**src/rtl/hazard_stall_controller_pkg.sv**
```systemverilog
// hazard_stall_controller_pkg
//   Shared types and constants for the pipeline hazard scheduler:
//   FSM state encoding, scoreboard slot layout, the zero-register
//   specifier and the stall lengths for each hazard class.
package hazard_stall_controller_pkg;

  // Scoreboard destination width; instances must use REG_ADDR_W equal to this.
  localparam int unsigned SB_DEST_W = 5;

  typedef enum logic {
    RUN   = 1'b0,
    STALL = 1'b1
  } hsc_state_t;

  typedef struct packed {
    logic [SB_DEST_W-1:0] dest;
    logic                 load;
  } sb_slot_t;

  localparam logic [SB_DEST_W-1:0] REG_ZERO = '0;
  localparam sb_slot_t             SB_EMPTY = '0;

  localparam logic [1:0] LOAD_USE_STALL = 2'd1;
  localparam logic [1:0] BR_ALU_STALL   = 2'd1;
  localparam logic [1:0] BR_LOAD_STALL  = 2'd2;

endpackage

```
**src/rtl/hazard_stall_controller_need_calc.sv**
```systemverilog
// hazard_need_calc
//   Purely combinational: number of stall cycles the ID instruction needs
//   before its operands can be forwarded, given the in-flight scoreboard.
// Ports:
//   id_valid, id_rs, id_rt, id_uses_rs, id_uses_rt, id_branch : ID fields
//   sb_exe, sb_mem, sb_wb : scoreboard slots {dest, load}
//   need  : 0..2 stall cycles required
module hazard_need_calc
  import hazard_stall_controller_pkg::*;
#(
  parameter int unsigned REG_ADDR_W = 5
) (
  input  logic                  id_valid,
  input  logic [REG_ADDR_W-1:0] id_rs,
  input  logic [REG_ADDR_W-1:0] id_rt,
  input  logic                  id_uses_rs,
  input  logic                  id_uses_rt,
  input  logic                  id_branch,
  input  sb_slot_t              sb_exe,
  input  sb_slot_t              sb_mem,
  input  sb_slot_t              sb_wb,
  output logic [1:0]            need
);

  function automatic logic src_hit(input logic                  used,
                                   input logic [REG_ADDR_W-1:0] src,
                                   input sb_slot_t              slot);
    return used && (src != REG_ZERO) && (src == slot.dest);
  endfunction

  logic hit_exe, hit_mem, hit_wb;
  // WB results are always forwardable; only the dest participates in matching.
  logic unused_wb_load;

  assign hit_exe = src_hit(id_uses_rs, id_rs, sb_exe) | src_hit(id_uses_rt, id_rt, sb_exe);
  assign hit_mem = src_hit(id_uses_rs, id_rs, sb_mem) | src_hit(id_uses_rt, id_rt, sb_mem);
  assign hit_wb  = src_hit(id_uses_rs, id_rs, sb_wb)  | src_hit(id_uses_rt, id_rt, sb_wb);
  assign unused_wb_load = sb_wb.load;

  // Checks are ordered from the largest requirement down, so the first
  // match taken is the maximum over both sources.
  always_comb begin
    need = '0;
    if (id_valid) begin
      if (id_branch) begin
        if (hit_exe && sb_exe.load)      need = BR_LOAD_STALL;
        else if (hit_exe)                need = BR_ALU_STALL;
        else if (hit_mem && sb_mem.load) need = LOAD_USE_STALL;
        else if (hit_wb)                 need = '0;
      end else begin
        if (hit_exe && sb_exe.load)      need = LOAD_USE_STALL;
      end
    end
  end

endmodule

```
**src/rtl/hazard_stall_controller.sv**
```systemverilog
// hazard_stall_controller
//   Hazard scheduler for the 5-stage MIPS core. Tracks destinations in
//   flight (EXE/MEM/WB), stalls ID for load-use and branch/JR hazards that
//   forwarding cannot cover, and drives the PC, IF/ID and ID/EXE enables.
// Ports:
//   CLK, RESET (async, active low)
//   ID_* : decoded fields of the instruction in ID; FLUSH squashes it
//   PC_Write_En, IFID_Write_En, IDEXE_Bubble, Stall (= !PC_Write_En)
//   Stall_Cycles, Load_Use_Events : statistics, live only when the
//   HAZARD_STATS_EN macro is defined, otherwise tied to zero.
module hazard_stall_controller
  import hazard_stall_controller_pkg::*;
#(
  parameter int unsigned REG_ADDR_W = 5,
  parameter int unsigned STAT_W     = 32
) (
  input  logic                  CLK,
  input  logic                  RESET,
  input  logic                  ID_Valid,
  input  logic [REG_ADDR_W-1:0] ID_rs,
  input  logic [REG_ADDR_W-1:0] ID_rt,
  input  logic                  ID_uses_rs,
  input  logic                  ID_uses_rt,
  input  logic                  ID_branch,
  input  logic                  ID_reg_write,
  input  logic [REG_ADDR_W-1:0] ID_dest,
  input  logic                  ID_load,
  input  logic                  FLUSH,
  output logic                  PC_Write_En,
  output logic                  IFID_Write_En,
  output logic                  IDEXE_Bubble,
  output logic                  Stall,
  output logic [STAT_W-1:0]     Stall_Cycles,
  output logic [STAT_W-1:0]     Load_Use_Events
);

  hsc_state_t state_q;
  logic [1:0] cnt_q;
  sb_slot_t   sb_exe_q, sb_mem_q, sb_wb_q;
  logic [1:0] need;

  hazard_need_calc #(
    .REG_ADDR_W(REG_ADDR_W)
  ) u_need_calc (
    .id_valid   (ID_Valid),
    .id_rs      (ID_rs),
    .id_rt      (ID_rt),
    .id_uses_rs (ID_uses_rs),
    .id_uses_rt (ID_uses_rt),
    .id_branch  (ID_branch),
    .sb_exe     (sb_exe_q),
    .sb_mem     (sb_mem_q),
    .sb_wb      (sb_wb_q),
    .need       (need)
  );

  // Enables respond to need in the same cycle; RESET is folded in so the
  // outputs show the run values for the whole time reset is held.
  always_comb begin
    PC_Write_En   = 1'b1;
    IFID_Write_En = 1'b1;
    IDEXE_Bubble  = 1'b0;
    if (RESET) begin
      if (FLUSH) begin
        IDEXE_Bubble = 1'b1;
      end else if (state_q == STALL || need != 2'd0) begin
        PC_Write_En   = 1'b0;
        IFID_Write_En = 1'b0;
        IDEXE_Bubble  = 1'b1;
      end
    end
  end

  assign Stall = ~PC_Write_En;

  always_ff @(posedge CLK or negedge RESET) begin
    if (!RESET) begin
      state_q  <= RUN;
      cnt_q    <= '0;
      sb_exe_q <= SB_EMPTY;
      sb_mem_q <= SB_EMPTY;
      sb_wb_q  <= SB_EMPTY;
    end else begin
      sb_wb_q  <= sb_mem_q;
      sb_mem_q <= sb_exe_q;
      if (!IDEXE_Bubble && ID_Valid && ID_reg_write)
        sb_exe_q <= '{dest: ID_dest, load: ID_load};
      else
        sb_exe_q <= SB_EMPTY;

      if (FLUSH) begin
        state_q <= RUN;
        cnt_q   <= '0;
      end else begin
        case (state_q)
          RUN: begin
            // need=1 clears by itself next cycle; only longer stalls hold state.
            if (need > 2'd1) begin
              state_q <= STALL;
              cnt_q   <= need - 2'd1;
            end
          end
          STALL: begin
            if (cnt_q <= 2'd1) begin
              state_q <= RUN;
              cnt_q   <= '0;
            end else begin
              cnt_q <= cnt_q - 2'd1;
            end
          end
          default: begin
            state_q <= RUN;
            cnt_q   <= '0;
          end
        endcase
      end
    end
  end

`ifdef HAZARD_STATS_EN
  logic [STAT_W-1:0] stall_cycles_q, load_use_events_q;

  always_ff @(posedge CLK or negedge RESET) begin
    if (!RESET) begin
      stall_cycles_q    <= '0;
      load_use_events_q <= '0;
    end else begin
      if (Stall)
        stall_cycles_q <= stall_cycles_q + 1'b1;
      if (state_q == RUN && need != 2'd0 && !FLUSH)
        load_use_events_q <= load_use_events_q + 1'b1;
    end
  end

  assign Stall_Cycles    = stall_cycles_q;
  assign Load_Use_Events = load_use_events_q;
`else
  assign Stall_Cycles    = '0;
  assign Load_Use_Events = '0;
`endif

endmodule

```
**config.mk**
```make
export PLATFORM = sky130hd
export DESIGN_NAME = hazard_stall_controller
export DESIGN_NICKNAME = d
export VERILOG_FILES = /design/src/rtl/hazard_stall_controller_pkg.sv /design/src/rtl/hazard_stall_controller_need_calc.sv /design/src/rtl/hazard_stall_controller.sv
export SDC_FILE = /design/constraint.sdc
export NUM_CORES = 1
export LEC_CHECK = 0
export CAP_MARGIN = 15
export CELL_PAD_IN_SITES_DETAIL_PLACEMENT = 0
export CELL_PAD_IN_SITES_GLOBAL_PLACEMENT = 1
export CORE_UTILIZATION = 27
export DETAILED_ROUTE_END_ITERATION = 6
export PLACE_DENSITY = 0.77
export RECOVER_POWER = 100
export SETUP_SLACK_MARGIN = 0.15
export SLEW_MARGIN = 20
export SYNTH_ARGS = -nofsm -noshare
export SYNTH_HDL_FRONTEND = slang
export SYNTH_HIERARCHICAL = 1
export SYNTH_SLANG_ARGS = --single-unit
```
**constraint.sdc**
```tcl
create_clock -name CLK -period 6.2 [get_ports CLK]
set_input_delay 1.86 -clock CLK [delete_from_list [all_inputs] [get_ports CLK]]
set_output_delay 1.86 -clock CLK [all_outputs]
set_load 0.01 [all_outputs]
```
==> results of run 1 <==
[registers in the layout (all words and copies together), names as in the netlist]
register  flops
state_q       1
sb_mem_q      6
sb_exe_q      6
cnt_q         2
[cell type report]
class / count / share of cell area, %
Multi-Input combinational cell: 131 / 46.2
Timing Repair Buffer: 41 / 22.2
Clock buffer: 4 / 2.76
Tap cell: 67 / 5.13
Inverter: 3 / 0.690
Sequential cell: 15 / 23.0
[path summary, 6_finish.rpt]
kind,depth (start not counted),slack [ns],start,to
min reg2reg,0,0.42,sb_exe_q[0],sb_mem_q[0]
max,11,0.22,ID_rt[2],IDEXE_Bubble
min in group asynchronous,2,2.35,RESET,sb_mem_q[2]
max in group asynchronous,2,3.39,RESET,sb_mem_q[3]
max reg2reg,11,3.27,sb_exe_q[5],sb_exe_q[1]
min,0,0.42,sb_exe_q[0],sb_mem_q[0]
[critical path: stages]
cell and delay, ns:
clkdlybuf4s15_1 0.24, or4_4 0.15, o21ai_2 0.05, or4_4 0.53, and2_0 0.19, a31o_1 0.23, inv_1 0.06, ha_1 0.15
or3b_1 0.37, and2_4 0.16, buf_2 0.13
[power by group through the flow]
stage	sequential (mW)	combinational, mW	clock [mW]
6_report	0.104	0.0603	0.0742
5_1_grt	0.105	0.0670	0.0827
2_1_floorplan	0.105	0.0624	0
4_1_cts	0.104	0.0613	0.0751
3_3_place_gp	0.106	0.0611	0
3_5_place_dp	0.106	0.0612	0
[through the flow]
stage,hold WS (ns),instances
6_report,0.421,261
5_1_grt,0.454,261
4_1_cts,0.425,261
3_5_place_dp,0.413,256
3_3_place_gp,0.415,256
2_1_floorplan,0.387,215
[metal layers]
metal | GRT usage, % | wire (um) | part of all wire, % | up-vias
met5 | 0 | 0 | 0 | -
met4 | 3.85 | 38 | 1.7 | 0
met3 | 2.06 | 226 | 10 | 4
met2 | 13.9 | 1070 | 49 | 63
met1 | 8.86 | 864 | 39 | 411
li1 | - | - | - | 458
[repair_timing]
| action | in CTS | in global routing |
|---|---|---|
| hold buffers | 0 | 0 |
| buffers inserted | 1 | 0 |
| resized for setup | 20 | 22 |
| setup endpoints to repair | 4 | 4 |
| pin swaps | 0 | 9 |
==> impl_metrics.py, run 1 <==
metrics = {
    "placed_design": {
        "dp_hpwl_um": 1880,
        "globalplace.congestion": 0.815,
        "dp_slack_ns": -0.413,
        "port_buffers": 27,
        "dpl_cell_area_mm2": 0.00158,
    },
    "sta": {
        "finalCriticalPeriod_ns": 5.98,
        "fin_tns_setup_ns": 0,
        "fmax_mhz": 167,
        "setup_violations": 0,
        "hold_viol": 0,
        "finalCritPeriodShare_pct": 96.5,
        "final.setup_skew_ns": 0.000699,
        "max_slew.worst_pin.slew_ns": 0.743,
        "slew_headroom_pct": 50.4,
        "layout_setup_ws_ns": 0.216,
        "rsz0062_at_grt": "false",
        "drv_slew": 0,
    },
    "final_layout": {
        "antenna_cells": 0,
        "drive_above_1_share_pct": 14.4,
        "finalInstanceArea_mm2": 0.00163,
        "final_util_pct": 33.7,
        "nets": 221,
        "multi_input_area_um2": 754,
        "final_common_cell": "conb_1",
        "fill_cells": 528,
        "final_cell_mix": "conb_1, dfrtp_1, buf_4",
        "area_delta_synth_final_pct": 17.7,
        "seq_area_um2": 375,
    },
    "floorplanning": {
        "start_util_pct": 28.6,
        "core_area_mm2": 0.00485,
        "die_h_um": 73.7,
        "die-area_mm2": 0.00543,
        "die_x_um": 73.7,
        "io_pins": 92,
        "num_rows": 25,
    },
    "synthesis": {
        "synthCells": 152,
        "synth_area_mm2": 0.00139,
        "syn_area_per_cell_um2": 9.13,
        "yosysWarnings": 6,
    },
    "detailed_routing": {
        "wirelength_um": 2200,
        "routedWlPerCell_um": 8.43,
        "ant_nets": 0,
        "drc_errors": 0,
        "drtIter0Drc": 15,
        "vias_per_cell": 3.59,
        "firstDrtPassIters": 4,
        "vias": 936,
    },
    "clocking": {
        "clkSlewWorstSetupHoldPaths_ns": 0.05,
        "cts-root-buf": "clkbuf_8",
        "cts_sinks": 15,
        "cts_tree": "yes",
        "ctsHtreeMaxLevel": 1,
        "cts_buffer_depth": 2,
        "cts_buffers": 3,
        "clk_latency_ns": 0.24,
    },
    "power_and_ir_drop": {
        "power_frac_comb_pct": 25.2,
        "power.density_mw_per_mm2": 146,
        "pwr-share-seq_pct": 43.7,
        "p_leak_nw": 0.849,
        "internal_power_uw": 173,
        "p_sw_share_pct": 27.6,
        "power_uw": 239,
        "irDropWorstVdd_mv": 0.0646,
        "p_clk_share_pct": 31.0,
        "p_switching_uw": 65.8,
    },
    "global_routing": {
        "gr-total-overflow": 0,
        "grt_max_degree": 16,
        "grt_use_total_pct": 7.92,
        "grt_pass1_vias": 773,
        "grt_pass1_wl_um": 3230,
        "grt_antenna_before_repair": 0,
    },
    "flow_run": {
        "maxCapViolations": 0,
    },
    "worst_setup_path": {
        "criticalPathCategory": "in2out",
        "start_kind": "primary input",
        "cp.required_ns": 4.34,
        "crit_fanout": 3,
        "cp.arrival_ns": 4.12,
        "worst_setup_path_end_kind": "output pin",
    },
    "worst_hold_path": {
        "holdCritPathClass": "reg2reg",
    },
    "outcome": {
        "status": "finished, final reports clean",
    },
}
Power figures use the tool's default switching activity.
==> run 2, diff against run 1 <==
- HOLD_SLACK_MARGIN: not set -> 0.1
==> results of run 2 <==
Final layout, timing and power as in run 1 (identical DEF).
==> run 3, diff against run 2 <==
- CTS_CLUSTER_DIAMETER: not set -> 40
- SLEW_MARGIN: 20 -> not set
==> results of run 3 <==
Final layout, timing and power as in run 1 (identical DEF).
==> RTL change 1: new RTL, settings of run 2 <==
Change the parameter `STAT_W` from 32 to 40.
--- a/src/rtl/hazard_stall_controller.sv
+++ b/src/rtl/hazard_stall_controller.sv
@@ -13,5 +13,5 @@
 #(
   parameter int unsigned REG_ADDR_W = 5,
-  parameter int unsigned STAT_W     = 32
+  parameter int unsigned STAT_W     = 40
 ) (
   input  logic                  CLK,
Ports: changed (resized Load_Use_Events and Stall_Cycles); port bits go from 92 to 108. The function was not compared with the original's and may differ.
==> RTL change 1 against run 2 <==
  * Final area rose by 0.23%
  * Non-clock buffer count is 4 lower
  * Routed wire length grew 5.8%
  * Power is 3.4% higher
  * Global-route usage is 0.23 points lower
  * Via count is 2.2% higher
  * Sequential power about the same
  * Combinational power rose by 1%
  * First-iteration DRC count grew 20%
  * Setup slack gained 0.041 ns
  * Sequential cell count is the same
  * Area after synthesis is 8.7% higher
==> RTL change 1: results (changes against run 2) <==
Worst setup path
  – Crit-path max FO: 2 (was 3)
  – CP arrival: 4.08 ns (was 4.12 ns)

Route
  – 1st-iter DRT viols: 18 (was 15)
  – Total number of vias: 957 (was 936)
  – Post-DR wirelength/cell: 8.44 um (was 8.43 um)
  – TritonRoute pass-1 iters: 3 (was 4)

Timing
  – Clock Skews: 0.00286 ns (was 0.000699 ns)
  – Worst slew pin tran: 0.847 ns (was 0.743 ns)

Clocking
  – Reg clk slew, reported paths: 0.06 ns
  – Maximum buffer depth of the clock tree: 2 (unchanged)
  – Total CTS buffers: 3 (unchanged)
  – Clock root buffer: clkbuf_8 (unchanged)

Cells and area
  – Share of layout cells above drive strength 1: 12.6% (was 14.4%)
  – Biggest regs: sb_exe_q x6, sb_mem_q x6, cnt_q x2 (unchanged)
  – # nets final: 233 (was 221)
  – # diodes: 0 (unchanged)

Run status
  – Status: finished, final reports clean (unchanged)

Global route
  – GR Util All Layers: 7.69% (was 7.92%)
  – Initial antenna violation count: 0 (unchanged)
  – Largest net degree at the start of global routing: 17 (was 16)
  – Vias in the first global route: 813 (was 773)
  – First-pass GRT wire length: 3530 um (was 3230 um)

Hold path
  – Hold WC Path Type: flop to flop (unchanged)

Power
  – Pleak: 0.860 nW (was 0.849 nW)
  – Max IR drop VDD: 0.0603 mV (was 0.0646 mV)

Placed design
  – Pre-CTS WS: -0.397 ns (was -0.413 ns)
  – Post-detail-place hpwl: 1970 um (was 1880 um)
  – GPL Wtd Cong: 0.767 (was 0.815)

Logic synthesis
  – Synth warnings: 6 (unchanged)
==> RTL change 1: final timing paths <==
check / startpoint / endpoint / slack, ns / cells past startpoint
worst max register to register: sb_exe_q[5] / sb_exe_q[1] / 3.32 / 11
worst min register to register: sb_exe_q[0] / sb_mem_q[0] / 0.43 / 0
worst min-delay path: sb_exe_q[0] / sb_mem_q[0] / 0.43 / 0
max in group asynchronous: RESET / sb_exe_q[0] / 3.39 / 2
min in group asynchronous: RESET / cnt_q[1] / 2.29 / 2
worst max-delay path: ID_rs[0] / IDEXE_Bubble / 0.26 / 11
==> RTL change 1: area by class of cell <==
cell class,instances,area (um^2)
sequential,15,375
tap,70,87.6
fill,578,3600
inverter,3,11.3
clock buffer,3,41.3
multi-input combinational,147,807
timing repair buffer,37,307
clock inverter,1,7.51
==> RTL change 1: through the flow <==
stage | power [mW] | instances | area (um^2)
after detailed placement | 0.170 | 271 | 1610
after global placement | 0.170 | 271 | 1610
after CTS | 0.252 | 276 | 1650
final | 0.247 | 276 | 1640
after floorplan | 0.180 | 247 | 1800
after global routing | 0.263 | 276 | 1640
==> RTL change 1: critical path: stages <==
cell,delay (ns)
dlygate4sd2_1,0.25
buf_4,0.14
xor2_1,0.14
or4_1,0.41
and2_0,0.17
a31o_1,0.23
inv_1,0.06
ha_1,0.15
or3b_1,0.37
and2_4,0.17
buf_2,0.13
==> RTL change 1: report_power, final <==
part	leakage [nW]	internal [mW]	switching, mW	total [mW]
clock	0.0217	0.0452	0.0365	0.0817
combinational	0.635	0.0231	0.0380	0.0611
sequential	0.203	0.101	0.00309	0.104
total	0.860	0.170	0.0776	0.247
==> RTL change 1: per-layer routing <==
| metal | global-route usage [%] | up-vias | share of wire (%) |
|---|---|---|---|
| met4 | 5.77 | 0 | 2.4 |
| met1 | 9.22 | 433 | 43 |
| met2 | 12.1 | 60 | 46 |
| met3 | 1.55 | 4 | 8.6 |
| met5 | 0 | - | 0 |
| li1 | - | 460 | - |
==> RTL change 1: timing repair <==
action	in CTS	in global routing
cloned	0	0
endpoints found under the setup margin	4	4
buffers inserted	1	0
hold buffers	0	0
pin swaps	3	12
gates resized for setup	15	26
==> RTL change 2: new RTL, settings of run 2 <==
Without the edit above. The package constant `LOAD_USE_STALL` goes from 2'd1 to 2'd0.
--- a/src/rtl/hazard_stall_controller_pkg.sv
+++ b/src/rtl/hazard_stall_controller_pkg.sv
@@ -21,5 +21,5 @@
   localparam sb_slot_t             SB_EMPTY = '0;
 
-  localparam logic [1:0] LOAD_USE_STALL = 2'd1;
+  localparam logic [1:0] LOAD_USE_STALL = 2'd0;
   localparam logic [1:0] BR_ALU_STALL   = 2'd1;
   localparam logic [1:0] BR_LOAD_STALL  = 2'd2;
Check against the original RTL: not equivalent (Yosys sat finds a counterexample within 4 cycles, from zero or initial values and one cycle with RESET low).
==> RTL change 2 against run 2 <==
  * Non-clock buffer count shrank 13
  * Clock skew barely moved
  * Final area fell by 25%
  * Critical endpoint is now IFID_Write_En
  * Count of clock-buffer cells in the layout did not move
  * Setup slack better by 0.055 ns
  * Critical path type unchanged
  * Power shrank 27%
  * Sequential cell count shrank 6
  * Cell count shrank 20%
  * Routed wire length down 26%
  * Largest power group is now the clock network
  * Sequential share of layout area fell by 4.5 points
  * Core utilization shrank 1.6 points
  * Area after synthesis down 20%
==> RTL change 2: results (changes against run 2) <==
Run status
  – Status: finished, final reports clean (unchanged)

Cells and area
  – # diodes: 0 (unchanged)
  – Share of layout cells above drive strength 1: 3.70% (was 14.4%)
  – Biggest regs: sb_exe_q x6, cnt_q x2, state_q x1 (was sb_exe_q x6, sb_mem_q x6, cnt_q x2)
  – FILL cells: 426 (was 528)
  – # nets final: 189 (was 221)

Timing
  – Clock Skews: 0.000484 ns (was 0.000699 ns)
  – TNS Setup: 0 ns (unchanged)

Route
  – Wl on met1: 562 um (was 864 um)
  – DR WL met2: 864 um (was 1070 um)
  – 1st-iter DRT viols: 24 (was 15)
  – DR WL met3: 181 um (was 226 um)
  – Post-DR wirelength/cell: 7.77 um (was 8.43 um)
  – TritonRoute pass-1 iters: 3 (was 4)
  – Max Used Layer: met4 (unchanged)
  – Total number of vias: 720 (was 936)

Worst setup path
  – Crit-path max FO: 3 (unchanged)
  – Setup slack, reg-to-reg: 3.95 ns (was 3.27 ns)
  – RR Endpoint: sb_exe_q[2] (was sb_exe_q[1])
  – Crit Reg-Reg Startpoint: sb_exe_q[2] (was sb_exe_q[5])
  – CP arrival: 4.07 ns (was 4.12 ns)
  – Reg2reg path depth: 9 (was 11)

Clocking
  – Total CTS buffers: 3 (unchanged)
  – Clk_lat worst skew: 0.23 ns
  – Number of H-tree levels: 1 (unchanged)
  – Reg clk slew, reported paths: 0.04 ns
  – Clock root buffer: clkbuf_8 (unchanged)
  – Maximum buffer depth of the clock tree: 2 (unchanged)

Global route
  – GR Util All Layers: 7.85% (was 7.92%)
  – Initial antenna violation count: 0 (unchanged)
  – First-pass GRT wire length: 2510 um (was 3230 um)
  – Met3 Resource Use GR: 2.07% (was 2.06%)
  – Vias in the first global route: 621 (was 773)
  – Met2 usage: 13.9% (about the same)
  – Largest net degree at the start of global routing: 10 (was 16)
  – Met1 GRT Util: 7.56% (was 8.86%)

Placed design
  – Post-detail-place hpwl: 1430 um (was 1880 um)
  – Dpl cell area: 1180 um^2 (was 1580 um^2)
  – GPL Wtd Cong: 0.719 (was 0.815)
  – Number of port buffers: 27 (unchanged)

Hold path
  – Hold endpoint: cnt_q[0] (was sb_mem_q[0])
  – Hold WC Path Type: flop to flop (unchanged)
  – Hold depth: 1 (was 0)
  – HP Start: cnt_q[0] (was sb_exe_q[0])

Power
  – Max IR drop VDD: 0.0443 mV (was 0.0646 mV)
  – Pleak: 0.596 nW (was 0.849 nW)

Logic synthesis
  – Synth warnings: 6 (unchanged)
==> RTL change 2: worst max path at each step <==
stage | cells past startpoint | slack, ns | from | to
after detailed placement | 10 | 0.07 | ID_rs[2] | IDEXE_Bubble
after global routing | 10 | 0.11 | ID_rs[3] | PC_Write_En
after floorplan | 8 | 1.13 | ID_rs[3] | IDEXE_Bubble
final | 10 | 0.27 | ID_rs[3] | IFID_Write_En
after CTS | 11 | 0.19 | ID_rt[2] | Stall
after global placement | 10 | 0.07 | ID_rs[2] | IDEXE_Bubble
==> RTL change 2: power breakdown <==
part / total (mW) / switching (mW) / internal [mW]
Clock: 0.0646 / 0.0201 / 0.0445
Sequential: 0.0629 / 0.00184 / 0.0610
Combinational: 0.0473 / 0.0279 / 0.0193
==> RTL change 2: final cells by class <==
| class | instances | share of cell area (%) |
|---|---|---|
| clock buffers | 4 | 3.69 |
| repair buffers | 28 | 22.4 |
| multi-input cells | 118 | 49.6 |
| flip-flops and latches | 9 | 18.5 |
| inverters | 3 | 0.923 |
| well taps | 48 | 4.92 |
==> RTL change 2: worst max-delay path: stages <==
cell and delay [ns]:
clkdlybuf4s50_1 0.44, xor2_1 0.17, nor3_1 0.21, nand3_1 0.14
o22ai_1 0.22, inv_1 0.10, ha_1 0.21, nand2b_1 0.07
nand3b_1 0.14, clkdlybuf4s50_1 0.51
==> RTL change 2: through the flow <==
step	util (%)	worst slack, ns	hold WS (ns)	cells
after global placement	31.0	0.0690	0.547	206
after floorplan	-	1.13	0.506	196
final	32.1	0.271	0.567	210
after CTS	32.7	0.192	0.557	210
after detailed placement	31.0	0.0717	0.543	206
after global routing	32.1	0.106	0.608	210
==> RTL change 2: what timing repair did <==
item,in CTS,in global routing
endpoints found under the hold margin,0,0
buffers inserted,0,0
gates resized for setup,4,1
setup endpoints to repair,1,1
pin swaps,2,3
